**config.mk**
```make
export PLATFORM = sky130hd
export DESIGN_NAME = dadda_dot_acc
export DESIGN_NICKNAME = d
export VERILOG_FILES = /design/src/rtl/dadda_dot_acc_pkg.sv /design/src/rtl/dadda_dot_acc_sat_add.sv /design/src/rtl/dadda_dot_acc.sv
export SDC_FILE = /design/constraint.sdc
export NUM_CORES = 1
export LEC_CHECK = 0
export CAP_MARGIN = 20
export CORE_MARGIN = 2
export CORE_UTILIZATION = 54
export CTS_CLUSTER_SIZE = 24
export DETAILED_ROUTE_END_ITERATION = 10
export GPL_TIMING_DRIVEN = 0
export PLACE_DENSITY = 0.9
export SLEW_MARGIN = 15
export SYNTH_ARGS = -nofsm -noshare
export SYNTH_HDL_FRONTEND = slang
export SYNTH_HIERARCHICAL = 1
export SYNTH_SLANG_ARGS = --single-unit
```
**constraint.sdc**
```tcl
create_clock -name clk_i -period 2.9 [get_ports clk_i]
set_input_delay 0.58 -clock clk_i [delete_from_list [all_inputs] [get_ports clk_i]]
set_output_delay 0.58 -clock clk_i [all_outputs]
set_load 0.02 [all_outputs]
```
**src/rtl/dadda_dot_acc_pkg.sv**
```systemverilog
// Shared types and widths for the Dadda dot-product accumulator.
package dadda_dot_acc_pkg;
  localparam int OP_W   = 8;
  localparam int PROD_W = 16;

  typedef enum logic [1:0] {
    IDLE  = 2'd0,
    ACCUM = 2'd1,
    DRAIN = 2'd2,
    HOLD  = 2'd3
  } state_e;
endpackage

```
**src/rtl/dadda_dot_acc_sat_add.sv**
```systemverilog
// Accumulator adder: one extra carry bit, clamps to all-ones on overflow.
module dot_acc_sat_add
  import dadda_dot_acc_pkg::*;
#(
  parameter int ACC_W = 24
) (
  input  logic [ACC_W-1:0]  acc_i,
  input  logic [PROD_W-1:0] prod_i,
  output logic [ACC_W-1:0]  sum_o,
  output logic              ovf_o
);
  logic [ACC_W:0] full_sum;

  assign full_sum = {1'b0, acc_i} + {{(ACC_W + 1 - PROD_W){1'b0}}, prod_i};
  assign ovf_o    = full_sum[ACC_W];
  assign sum_o    = ovf_o ? {ACC_W{1'b1}} : full_sum[ACC_W-1:0];
endmodule

```
**src/rtl/dadda_dot_acc.sv**
```systemverilog
// Sequential dot-product wrapper around an external combinational 8x8 multiplier.
// state | meaning
// IDLE  | no vector in progress, accepting
// ACCUM | vector in progress, accepting further terms
// DRAIN | last term accepted, waiting for it to be summed
// HOLD  | result presented, waiting for res_ready
module dadda_dot_acc
  import dadda_dot_acc_pkg::*;
#(
  parameter int ACC_W = 24,
  parameter int CNT_W = 8
) (
  input  logic              clk_i,
  input  logic              rst_i,
  input  logic              in_valid_i,
  output logic              in_ready_o,
  input  logic [OP_W-1:0]   in_a_i,
  input  logic [OP_W-1:0]   in_b_i,
  input  logic              in_last_i,
  output logic [OP_W-1:0]   mul_a_o,
  output logic [OP_W-1:0]   mul_b_o,
  input  logic [PROD_W-1:0] mul_p_i,
  output logic              res_valid_o,
  input  logic              res_ready_i,
  output logic [ACC_W-1:0]  res_data_o,
  output logic [CNT_W-1:0]  res_cnt_o,
  output logic              res_sat_o
);
  state_e              state_q;
  logic [OP_W-1:0]     mul_a_q, mul_b_q;
  logic                s0_v_q, s0_last_q, s1_v_q, s1_last_q;
  logic [PROD_W-1:0]   prod_q;
  logic [ACC_W-1:0]    acc_q, acc_d;
  logic [CNT_W-1:0]    cnt_q, cnt_d;
  logic                sticky_q, ovf_d;
  logic                res_valid_q, res_sat_q;
  logic [ACC_W-1:0]    res_data_q;
  logic [CNT_W-1:0]    res_cnt_q;
  logic                accept;

  assign in_ready_o = !rst_i && ((state_q == IDLE) || (state_q == ACCUM));
  assign accept     = in_valid_i && in_ready_o;
  assign cnt_d      = (cnt_q == {CNT_W{1'b1}}) ? cnt_q : cnt_q + 1'b1;

  dot_acc_sat_add #(.ACC_W(ACC_W)) u_sat_add (
    .acc_i  (acc_q),
    .prod_i (prod_q),
    .sum_o  (acc_d),
    .ovf_o  (ovf_d)
  );

  always_ff @(posedge clk_i) begin
    if (rst_i) begin
      state_q     <= IDLE;
      mul_a_q     <= '0;
      mul_b_q     <= '0;
      s0_v_q      <= 1'b0;
      s0_last_q   <= 1'b0;
      s1_v_q      <= 1'b0;
      s1_last_q   <= 1'b0;
      prod_q      <= '0;
      acc_q       <= '0;
      cnt_q       <= '0;
      sticky_q    <= 1'b0;
      res_valid_q <= 1'b0;
      res_data_q  <= '0;
      res_cnt_q   <= '0;
      res_sat_q   <= 1'b0;
    end else begin
      s0_v_q    <= accept;
      s0_last_q <= accept && in_last_i;
      if (accept) begin
        mul_a_q <= in_a_i;
        mul_b_q <= in_b_i;
      end
      s1_v_q    <= s0_v_q;
      s1_last_q <= s0_last_q;
      if (s0_v_q) prod_q <= mul_p_i;
      // The last term goes straight into the result registers and restarts the accumulator.
      if (s1_v_q) begin
        if (s1_last_q) begin
          res_data_q  <= acc_d;
          res_cnt_q   <= cnt_d;
          res_sat_q   <= sticky_q | ovf_d;
          res_valid_q <= 1'b1;
          acc_q       <= '0;
          cnt_q       <= '0;
          sticky_q    <= 1'b0;
        end else begin
          acc_q    <= acc_d;
          cnt_q    <= cnt_d;
          sticky_q <= sticky_q | ovf_d;
        end
      end
      case (state_q)
        IDLE:    if (accept) state_q <= in_last_i ? DRAIN : ACCUM;
        ACCUM:   if (accept && in_last_i) state_q <= DRAIN;
        DRAIN:   if (s1_v_q && s1_last_q) state_q <= HOLD;
        HOLD: begin
          if (res_ready_i) begin
            res_valid_q <= 1'b0;
            state_q     <= IDLE;
          end
        end
        default: state_q <= IDLE;
      endcase
    end
  end

  assign mul_a_o     = mul_a_q;
  assign mul_b_o     = mul_b_q;
  assign res_valid_o = res_valid_q;
  assign res_data_o  = res_data_q;
  assign res_cnt_o   = res_cnt_q;
  assign res_sat_o   = res_sat_q;
endmodule

```
==> flow_metrics.tcl <==
set metrics [dict create \
    status "finished, final reports clean" \
    setup_viol 0 \
    synth_top_family_by_area "simple AND/OR/NAND/NOR gates" \
    hold_path_class "reg2reg" \
    area_growth_pct 24.2 \
    diodes 0 \
    final_common_cell "nand2_1" \
    fin_area_mm2 0.00661 \
    synth_edf_count 0 \
    routed_wl_mm 14.0 \
    startpoint_type "input pin" \
    multi_input_area_mm2 0.00304 \
    placed_area_mm2 0.00636 \
    clockBufferDepth 2 \
    setup_ws_ns 0.0881 \
    io_pins 88 \
    overflow 0 \
    grt_pass1_wl_mm 22.6 \
    max_cap_viol_count 0 \
    relSlewSlack_pct 57.5 \
    vias 5026 \
    synthFlopType "dfxtp_1" \
    clock.fmax_mhz 356 \
    rows 36 \
    ys_seq_area_share_pct 39.5 \
    crit_arrival_ns 2.23 \
    grt_usage_pct 26.9 \
    vdd_drop_max_v 0.000374 \
    p_leak_nw 2.37 \
    yosys.area_share.adder_pct 5.32 \
    final_util_pct 68.2 \
    grt_pass1_vias 4778 \
    hold_violations 0 \
    dieArea_mm2 0.0107 \
    cts_buffers 9 \
    viasPerCell 5.63 \
    hpwl_mm 10.4 \
    clkLatencyLatePin_ns 0.38 \
    layout.nets 813 \
    crit_path_max_fanout 10 \
    drc_errors 0 \
    synthesis.nets 714 \
    worst_pin_slew_ns 0.628 \
    mostFrequentLayoutCells "nand2_1, dfxtp_1, clkdlybuf4s50_1, a21oi_1, nor2_1" \
    htree_levels 3 \
    cts_tree "yes" \
    synth.avg_cell_area_um2 8.12 \
    dr.pass1.iters 5 \
    async_flop_share_pct 0 \
    synth-seq-cells 105 \
    criticalPathCategory "in2out" \
    register_area_mm2 0.00210 \
    synth.area.mux_share_pct 4.00 \
    synthSimpleGateAreaFrac_pct 25.0 \
    die_y_um 103 \
    start_util_pct 54.9 \
    timing.hold.ws_ns 0.463 \
    end_kind "output pin" \
    routedWlPerCell_um 15.7 \
    detail_route.iter0.violations 215 \
    synth_compound_gate_area_share_pct 18.9 \
    slew_violations 0 \
    syn_area_mm2 0.00532 \
    cp.required_ns 2.32 \
    clk_pin_slew_ns 0.10 \
    place_ws_ns -0.432 \
    syn_inst 655 \
    io_buffers 87 \
    drive_above_1_share_pct 8.17 \
    ant_nets 0 \
    p_per_area_mw_per_mm2 485 \
    antenna_found_initial 0 \
    power_mw 3.21 \
    yosysWarnings 6 \
    place_congestion 0.930 \
    n_fill_cell 786 \
    synth-xor-area-share_pct 3.13 \
    clockRootBuffer "clkbuf_8" \
    grt_max_degree 20 \
    ys_types 58 \
    fin_crit_ns 2.81 \
    core_area_mm2 0.00968 \
    finClkSkew_ns 0.0150 \
    cts_sinks 105 \
    fp.dieW_um 103 \
    fin_crit_sh_pct 97.0 \
]
synthesized netlist by cell type, drive strengths merged (2+ instances only):
library cell / instances / area share, %
nand4: 7 / 1.1
a211oi: 7 / 0.99
nor2: 37 / 2.6
clkbuf: 32 / 2.3
ha: 21 / 4.9
a21o: 2 / 0.28
a21oi: 81 / 7.8
o31ai: 4 / 0.56
o31a: 2 / 0.33
or4: 2 / 0.28
o21a: 3 / 0.42
mux2: 2 / 0.42
xor2: 11 / 1.8
nand3b: 25 / 3.5
a31oi: 5 / 0.59
and2: 5 / 0.59
nand3: 14 / 1.3
or3: 5 / 0.59
a31o: 2 / 0.33
dfxtp: 105 / 40
a41oi: 2 / 0.33
a2bb2oi: 3 / 0.61
nand2b: 27 / 3.2
o2111ai: 2 / 0.33
nor3: 10 / 1.0
nor2b: 5 / 0.59
buf: 12 / 1.3
inv: 9 / 0.64
o21ai: 38 / 3.6
or2: 4 / 0.47
o211ai: 4 / 0.56
nand2: 123 / 9.2
nor4: 2 / 0.24
xnor2: 8 / 1.3
a211o: 2 / 0.33
mux2i: 19 / 3.6
logic make-up after synthesis:
family / count (synthesis)
AND/OR/NAND/NOR: 268
AO/OA/AOI/OAI: 167
flip-flops: 105
buffers and inverters: 53
adder cells (fa/ha/maj): 22
multiplexers: 21
XOR/XNOR: 19
power breakdown:
group	internal, mW	total, mW	switching (mW)	leakage (nW)
logic	0.324	0.738	0.414	1.42
clock network	0.330	0.867	0.538	0.0965
registers	1.54	1.60	0.0640	0.852
critical path: stages:
cell	delay, ns
clkdlybuf4s50_1	0.45
clkbuf_2	0.24
buf_4	0.24
nor2_1	0.11
clkdlybuf4s50_1	0.60
sequential cells by signal, indices dropped and copies added (netlist names), 2 cells and up:
signal and flops:
mul_b_o 8, acc_q 24, cnt_q 8, prod_q 16, res_cnt_o 8, state_q 2
mul_a_o 8, res_data_o 24
per-layer routing:
| layer | vias to the layer above | track usage [%] | routed length [um] | part of all wire, % |
|---|---|---|---|---|
| li1 | 2482 | - | - | - |
| met1 | 2354 | 34.8 | 6250 | 45 |
| met2 | 172 | 45.2 | 6710 | 48 |
| met3 | 18 | 6.05 | 879 | 6.3 |
| met4 | 0 | 8.00 | 193 | 1.4 |
| met5 | - | 0 | 0 | 0 |
through the flow:
| step | cells | setup TNS, ns |
|---|---|---|
| 4_1_cts | 891 | 0 |
| 3_5_place_dp | 875 | -0.432 |
| 5_1_grt | 892 | -0.0108 |
| 2_1_floorplan | 655 | 0 |
| 3_3_place_gp | 875 | -0.398 |
| 6_report | 892 | 0 |
area by class of cell:
class | instances | share of cell area (%)
tap | 133 | 2.52
inverter | 9 | 0.511
sequential | 105 | 31.9
multi-input combinational | 497 | 46.1
timing repair buffer | 89 | 13.4
clock inverter | 7 | 0.909
buffer | 43 | 2.88
clock buffer | 9 | 1.87
repair_timing:
item / 4_1_cts / 5_1_grt
hold buffers: 0 / 0
endpoints found under the hold margin: 0 / 0
buffers inserted: 0 / 2
endpoints found under the setup margin: 1 / 35
pin swaps: 0 / 2
gates resized for setup: 3 / 12
final timing paths:
check	from	end	slack [ns]	depth (start not counted)
worst min-delay path	res_data_o[3]	res_data_o[3]	0.46	2
worst max-delay path	rst_i	in_ready_o	0.09	5
worst max register to register	acc_q[0]	acc_q[15]	0.10	12
worst min register to register	res_data_o[3]	res_data_o[3]	0.46	2
Power figures use the tool's default switching activity.
